<file path="config.mk">
export PLATFORM = sky130hd
export DESIGN_NAME = load_data_unit
export DESIGN_NICKNAME = d
export VERILOG_FILES = /design/src/rtl/load_data_unit_pkg.sv /design/src/rtl/load_data_unit_extender.sv /design/src/rtl/load_data_unit.sv
export SDC_FILE = /design/constraint.sdc
export NUM_CORES = 1
export LEC_CHECK = 0
export ABC_CLOCK_PERIOD_IN_PS = 4600
export BUFFER_PORTS_ARGS = -buffer_cell sky130_fd_sc_hd__buf_2
export CAP_MARGIN = 30
export CORE_ASPECT_RATIO = 2
export CORE_MARGIN = 2
export CORE_UTILIZATION = 55
export DETAILED_ROUTE_END_ITERATION = 8
export GPL_TIMING_DRIVEN = 0
export PLACE_DENSITY = 0.83
export SLEW_MARGIN = 40
export SYNTH_ARGS = -nofsm -noshare
export SYNTH_HDL_FRONTEND = slang
export SYNTH_SLANG_ARGS = --single-unit
</file>
<file path="constraint.sdc">
create_clock -name i_clk -period 4.6 [get_ports i_clk]
set_input_delay 1.15 -clock i_clk [delete_from_list [all_inputs] [get_ports i_clk]]
set_output_delay 1.15 -clock i_clk [all_outputs]
set_load 0.02 [all_outputs]
</file>
<file path="src/rtl/load_data_unit_pkg.sv">
// Shared definitions for the load path: MIPS load/store opcodes, FSM states and access sizes,
// plus helpers that classify an opcode and derive the byte lanes it touches.
package load_data_unit_pkg;

  localparam logic [5:0] OP_LB  = 6'b100000;
  localparam logic [5:0] OP_LH  = 6'b100001;
  localparam logic [5:0] OP_LW  = 6'b100011;
  localparam logic [5:0] OP_LBU = 6'b100100;
  localparam logic [5:0] OP_LHU = 6'b100101;
  localparam logic [5:0] OP_SB  = 6'b101000;
  localparam logic [5:0] OP_SH  = 6'b101001;
  localparam logic [5:0] OP_SW  = 6'b101011;

  typedef enum logic [1:0] {
    ST_IDLE     = 2'd0,
    ST_WAIT_MEM = 2'd1,
    ST_RESP     = 2'd2
  } state_e;

  typedef enum logic [1:0] {
    SZ_NONE = 2'd0,
    SZ_BYTE = 2'd1,
    SZ_HALF = 2'd2,
    SZ_WORD = 2'd3
  } size_e;

  // SZ_NONE marks anything that is not a load, including stores.
  function automatic size_e op_size(input logic [5:0] op);
    case (op)
      OP_LB, OP_LBU: return SZ_BYTE;
      OP_LH, OP_LHU: return SZ_HALF;
      OP_LW:         return SZ_WORD;
      default:       return SZ_NONE;
    endcase
  endfunction

  function automatic logic misaligned(input size_e sz, input logic [1:0] off);
    case (sz)
      SZ_HALF: return off[0];
      SZ_WORD: return off != 2'b00;
      default: return 1'b0;
    endcase
  endfunction

  function automatic logic [3:0] byte_enables(input size_e sz, input logic [1:0] off);
    case (sz)
      SZ_BYTE: return 4'b0001 << off;
      SZ_HALF: return off[1] ? 4'b1100 : 4'b0011;
      SZ_WORD: return 4'b1111;
      default: return 4'b0000;
    endcase
  endfunction

endpackage

</file>
<file path="src/rtl/load_data_unit_extender.sv">
// Combinational lane select plus sign/zero extension of a memory word for a MIPS load.
// No state, zero latency; unknown opcodes yield 0.
module load_extender
  import load_data_unit_pkg::*;
(
  input  logic [31:0] i_word,
  input  logic [1:0]  i_offset,
  input  logic [5:0]  i_opcode,
  output logic [31:0] o_data
);

  logic [7:0]  sel_byte;
  logic [15:0] sel_half;

  assign sel_byte = i_word[{i_offset, 3'b000} +: 8];
  assign sel_half = i_offset[1] ? i_word[31:16] : i_word[15:0];

  always_comb begin
    o_data = 32'd0;
    case (i_opcode)
      OP_LB:   o_data = {{24{sel_byte[7]}}, sel_byte};
      OP_LBU:  o_data = {24'd0, sel_byte};
      OP_LH:   o_data = {{16{sel_half[15]}}, sel_half};
      OP_LHU:  o_data = {16'd0, sel_half};
      OP_LW:   o_data = i_word;
      default: o_data = 32'd0;
    endcase
  end

endmodule

</file>
<file path="src/rtl/load_data_unit.sv">
// Load unit: accepts one load, issues a word read, waits for ack (bounded by TIMEOUT_CYCLES) and
// holds the extended result until i_rsp_ready; errors respond the cycle after accept, no memory access.
module load_data_unit
  import load_data_unit_pkg::*;
#(
  parameter int TIMEOUT_CYCLES = 16
) (
  input  logic        i_clk,
  input  logic        i_rst_n,
  input  logic        i_req_valid,
  output logic        o_req_ready,
  input  logic [5:0]  i_opcode,
  input  logic [31:0] i_memory_address,
  output logic        o_mem_rd,
  output logic [31:0] o_mem_addr,
  output logic [3:0]  o_mem_be,
  input  logic        i_mem_ack,
  input  logic [31:0] i_mem_rdata,
  output logic        o_rsp_valid,
  input  logic        i_rsp_ready,
  output logic [31:0] o_load_data,
  output logic        o_load_error
);

  localparam logic [7:0] CNT_LAST = 8'(TIMEOUT_CYCLES - 1);

  state_e      state_q, state_d;
  logic [7:0]  cnt_q, cnt_d;
  logic [31:0] addr_q, addr_d;
  logic [5:0]  op_q, op_d;
  logic [31:0] data_q, data_d;
  logic        err_q, err_d;

  size_e       req_size;
  logic [31:0] ext_data;

  assign req_size = op_size(i_opcode);

  load_extender u_ext (
    .i_word   (i_mem_rdata),
    .i_offset (addr_q[1:0]),
    .i_opcode (op_q),
    .o_data   (ext_data)
  );

  always_comb begin
    state_d = state_q;
    cnt_d   = cnt_q;
    addr_d  = addr_q;
    op_d    = op_q;
    data_d  = data_q;
    err_d   = err_q;
    case (state_q)
      ST_IDLE: begin
        if (i_req_valid) begin
          addr_d = i_memory_address;
          op_d   = i_opcode;
          cnt_d  = 8'd0;
          data_d = 32'd0;
          // Bad requests skip memory entirely and answer straight away.
          if (req_size == SZ_NONE || misaligned(req_size, i_memory_address[1:0])) begin
            err_d   = 1'b1;
            state_d = ST_RESP;
          end else begin
            err_d   = 1'b0;
            state_d = ST_WAIT_MEM;
          end
        end
      end
      ST_WAIT_MEM: begin
        if (i_mem_ack) begin
          data_d  = ext_data;
          err_d   = 1'b0;
          cnt_d   = 8'd0;
          state_d = ST_RESP;
        end else if (cnt_q == CNT_LAST) begin
          data_d  = 32'd0;
          err_d   = 1'b1;
          cnt_d   = 8'd0;
          state_d = ST_RESP;
        end else begin
          cnt_d = cnt_q + 8'd1;
        end
      end
      ST_RESP: begin
        if (i_rsp_ready) begin
          data_d  = 32'd0;
          err_d   = 1'b0;
          state_d = ST_IDLE;
        end
      end
      default: state_d = ST_IDLE;
    endcase
  end

  always_ff @(posedge i_clk or negedge i_rst_n) begin
    if (!i_rst_n) begin
      state_q <= ST_IDLE;
      cnt_q   <= 8'd0;
      addr_q  <= 32'd0;
      op_q    <= 6'd0;
      data_q  <= 32'd0;
      err_q   <= 1'b0;
    end else begin
      state_q <= state_d;
      cnt_q   <= cnt_d;
      addr_q  <= addr_d;
      op_q    <= op_d;
      data_q  <= data_d;
      err_q   <= err_d;
    end
  end

  assign o_req_ready  = (state_q == ST_IDLE);
  assign o_mem_rd     = (state_q == ST_WAIT_MEM);
  assign o_mem_addr   = o_mem_rd ? {addr_q[31:2], 2'b00} : 32'd0;
  assign o_mem_be     = o_mem_rd ? byte_enables(op_size(op_q), addr_q[1:0]) : 4'b0000;
  assign o_rsp_valid  = (state_q == ST_RESP);
  assign o_load_data  = o_rsp_valid ? data_q : 32'd0;
  assign o_load_error = o_rsp_valid ? err_q : 1'b0;

endmodule

</file>
# Word level (Yosys, flattened, before mapping)
# Cells that the tools add are included.
dict set report totals {
  regBits 81
  in_bits 75
  out_inout_bits 72
  word_cells 78
}
dict set report op_classes {
  n_addsub 1
  n_eq_ne 21
  shifts 2
  n_mux 34
  reduce_logical 14
}
# op count
set op_table {}
lappend op_table {{32-bit two-way mux} 6}
lappend op_table {{32-bit one-hot mux with 5 select lines} 1}
lappend op_table {{32-bit one-hot mux with 3 select lines} 1}
lappend op_table {{6-bit equality test, second input constant} 10}
lappend op_table {{32-bit by 6-bit variable part select with 8-bit output} 1}
lappend op_table {{8-bit two-way mux} 3}
lappend op_table {{2-bit one-hot mux with 3 select lines} 3}
lappend op_table {{16-bit two-way mux} 1}
lappend op_table {{8-bit one-hot mux with 2 select lines} 1}
lappend op_table {{4-bit one-hot mux with 3 select lines} 1}
lappend op_table {{2-bit equality test, second input constant} 5}
lappend op_table {{2-bit two-way mux} 5}
lappend op_table {{8-bit by 1-bit adder with 8-bit output, second input constant} 1}
lappend op_table {{8-bit by 4-bit equality test with 1-bit output, second input constant} 1}
lappend op_table {{1-bit two-way mux} 8}
lappend op_table {{4-bit two-way mux} 2}
lappend op_table {{2-bit OR reduction} 4}
lappend op_table {{2-bit by 1-bit equality test with 1-bit output, second input constant} 2}
lappend op_table {{2-bit logical NOT} 2}
lappend op_table {{2-bit AND reduction} 2}
lappend op_table {{4-bit AND reduction} 1}
lappend op_table {{2-bit nonzero test} 2}
lappend op_table {{1-bit by 2-bit << shifter with 4-bit output, first input constant} 1}
lappend op_table {{3-bit by 1-bit != test with 1-bit output, second input constant} 1}
lappend op_table {{7 further kinds} 7}

# Longest topological paths before layout
dict set report depth {
  ltp_word 11
  ltp_mapped 9
  depth_no_buf 6
}

# By module
# Synthesis repeated with hierarchy kept, for this count alone.
dict set report unflattened {
  cells_unflattened 475
  hier_area_um2 4725.8
}
# module instances cells_per_inst area_per_inst_um2 seq_area_each_um2
set by_module_without_submodules {}
lappend by_module_without_submodules {load_data_unit 1 385 4052.6 2026.9}
lappend by_module_without_submodules {load_extender 1 90 673.1 0.0}

# Worst setup path after synthesis
# Ideal clock, no wire load.
dict set report synth_path {
  path_kind {reg-to-output}
  start {reg op_q[1]}
  end {out o_mem_be[3]}
  arrival_time_ps 1525
  required_ps 3450
  slack_ps 1925
  stages_incl_launch_ff 5
  path_buffers 0
  cell_sequence {dfrtp_1 > nor4b_2 > o21ai_0 > or2_0 > a21oi_1}
}
dict set report synth_between {
  elab_chain_len 6
  elab_cells_between_ends 13
  classes_between {eq/ne (8); mux (3); reduce/logical (2)}
}
# item line
set synth_rtl {}
lappend synth_rtl {{start, declared} load_data_unit.sv:30} ;# logic [5:0] op_q, op_d;
lappend synth_rtl {{start signal, assigned} load_data_unit.sv:108} ;# op_q <= op_d;
lappend synth_rtl {{6-bit equality test} load_data_unit_pkg.sv:29} ;# case (op)
lappend synth_rtl {{2-bit OR reduction} load_data_unit_pkg.sv:29}
lappend synth_rtl {{2-bit one-hot mux with 3 select lines *} load_data_unit_pkg.sv:29}
lappend synth_rtl {{2-bit equality test or 2-bit by 1-bit equality test with 1-bit output (tied branches)} load_data_unit_pkg.sv:46} ;# case (sz)
lappend synth_rtl {{4-bit one-hot mux with 3 select lines *} load_data_unit_pkg.sv:46}
lappend synth_rtl {{4-bit two-way mux *} load_data_unit.sv:117} ;# assign o_mem_be = o_mem_rd ? byte_enables(op_size(op_q), addr_q[1:0]) : 4'b0000;
lappend synth_rtl {{end, declared} load_data_unit.sv:16} ;# output logic [3:0] o_mem_be,
# Mark *: on every way between the ends. The rest lies on a longest branch, timed or not.

# Final worst setup path
# Ends and elaborated chain as after synthesis.

==> impl_metrics.toml <==
[yosys]
synth_seq_cells = 81
async_flop_share_pct = 100
synthFlopType = "dfrtp_1"
syn_area_per_cell_sq_um = 10.2
yosysSeqAreaShare_pct = 44.3
synth_edf_count = 0
yosysTopAreaCell = "dfrtp_1"
netlist_area_sq_mm = 0.00458
synth_top_area_share_pct = 44.3
yosys_warnings = 0
yosys-top-cells-area = "dfrtp_1, mux2_2, and2_1, nand3_1, o21ai_0"
ys_types = 45
syn_inst = 447

[sta]
finalSetupViolCount = 0
holdWs_ns = 0.498
slew_violations = 0
maxSlewHeadroom_pct = 56.7
worst_pin_slew_ns = 0.631
setup_slack_ns = 1.42
fin_crit_sh_pct = 69.2
hold_violations = 0
rsz0062_at_grt = "false"
clock_skew_ns = 0.00972
finalSetupTns_ns = 0
fin_crit_ns = 3.18
max_freq_ghz = 0.314

[placement]
gp_congestion = 0.973
io_buffers = 144
place_hpwl_mm = 9.89
post-place-cells = 691
placed_cell_area_sq_mm = 0.00546
preCtsSetupSlack_ns = 1.78

[drt]
wire_per_inst_um = 18.6
vias = 4238
drc = 0
drt_wl_total_mm = 13.2
vias_per_cell = 5.99
ant_nets = 0
drt-pass1-iter-count = 5
drt_iter0_drc = 372

[cells_and_area]
fin_util_pct = 70.4
final_cell_area_sq_mm = 0.00576
area_growth_pct = 25.8
mostFrequentLayoutCell = "buf_2"
nets = 683
final_cell_count_no_fill = 708
final_layout_size_suffix_gt1_share_pct = 37.3
layout_common_cells = "buf_2, dfrtp_1, and2_1, nand3_1, o21ai_0"

[power_and_ir_drop]
cellPowerDensity_mw_per_mm2 = 481
ir_drop_uv = 397
power.leakage_nw = 2.97
p_total_mw = 2.77

[worst_setup_path]
required_ns = 3.45
timing.rr.start = "state_q[0]"
end_kind = "output pin"
rr_worst_depth = 6
crit_type = "flop to output pin"
r2r_slack_ns = 2.34
worstPathArrival_ns = 2.03
cp_max_fo = 5
start_kind = "flop"
r2r-end = "err_q"

[cts]
clk_transition_reported_paths_ns = 0.06
postCtsResizedCells = 0
cts_hold_buf = 0
postCtsSetupRepairBufs = 0
cts_sinks = 81
cts_htree_levels = 3
cts_max_path_buffers = 2
cts_root_buf = "clkbuf_16"
clk_latency_ns = 0.35
cts_buffers = 9
tritoncts = "done"

[floorplanning]
start_util_pct = 56.0
rows = 47
die_height_um = 133
coreArea_sq_mm = 0.00817
die_x_um = 68.5
io_pins = 147
die_area_sq_mm = 0.00911

[worst_hold_path]
hold_class = "flop to flop"
hold_end = "addr_q[18]"
hold_depth = 1
hold_path.startpoint = "addr_q[18]"

[global_route]
grt_max_degree = 53
grt_pass1_vias = 4263
grt_use_total_pct = 31.0
antenna_found_initial = 1
grt_pass1_wl_mm = 20.9
gr-total-overflow = 0

[flow_run]
max_cap_violations = 0

[status]
status = "finished, final reports clean"
[critical path, stage by stage (launching register included)]
cell and delay, ns:
dfrtp_1 0.43, nor4b_2 0.51, o21ai_0 0.19, or2_0 0.23, a21oi_1 0.14, buf_2 0.19
[registers in the layout (all words and copies together), names as in the netlist]
register	cells
data_q	32
state_q	2
err_q	1
cnt_q	8
op_q	6
addr_q	32
[cell type report]
type                       instances  area [sq um]
inverter                          14          52.6
clock inverter                     4          51.3
tap                               98           123
fill                             588          2420
timing repair buffer             145           754
clock buffer                      12           246
sequential                        81          2030
antenna                            1          2.50
buffer                            32           160
multi-input combinational        321          2340
[report_power, final]
part	internal [mW]	switching, mW
logic	0.466	0.573
registers	0.895	0.111
clock network	0.436	0.287
total	1.80	0.970
[how the worst max path moves through the flow]
stage	from	end	depth (start not counted)
final	op_q[1]	o_mem_be[3]	5
after global routing	op_q[1]	o_mem_be[3]	5
after CTS	op_q[1]	o_mem_be[3]	5
after detailed placement	i_opcode[4]	err_q	5
after global placement	i_opcode[4]	err_q	5
after floorplan	op_q[1]	o_mem_be[3]	4
[synthesized netlist by cell type, types with 4 or more instances]
cell / instances
dfrtp_1: 81
and2_1: 64
nand3_1: 42
o21ai_0: 42
mux2_2: 39
nor2_1: 20
clkbuf_1: 18
mux2i_1: 18
nand2_1: 17
inv_1: 13
a21oi_1: 11
a221o_1: 9
buf_2: 8
mux4_2: 8
o221ai_1: 7
ha_1: 4
nand4_1: 4
nor2b_1: 4
[routing by layer]
layer | track usage (%) | vias up | wire, um
met4 | 19.8 | 0 | 814
met5 | 0 | - | 0
met1 | 32.4 | 2024 | 4310
li1 | - | 1901 | -
met3 | 8.84 | 63 | 1070
met2 | 51.8 | 250 | 6980
[cell families after synthesis]
family / Yosys count / synth area share, %
other: 1 / 0.0819
adder cells (fa/ha/maj): 4 / 1.09
AND/OR/NAND/NOR: 170 / 21.1
buffers and inverters: 46 / 4.65
AO/OA/AOI/OAI: 77 / 10.7
XOR/XNOR: 3 / 0.574
multiplexers: 65 / 17.5
flip-flops: 81 / 44.3
No activity file was read; power rests on OpenSTA's default activity.
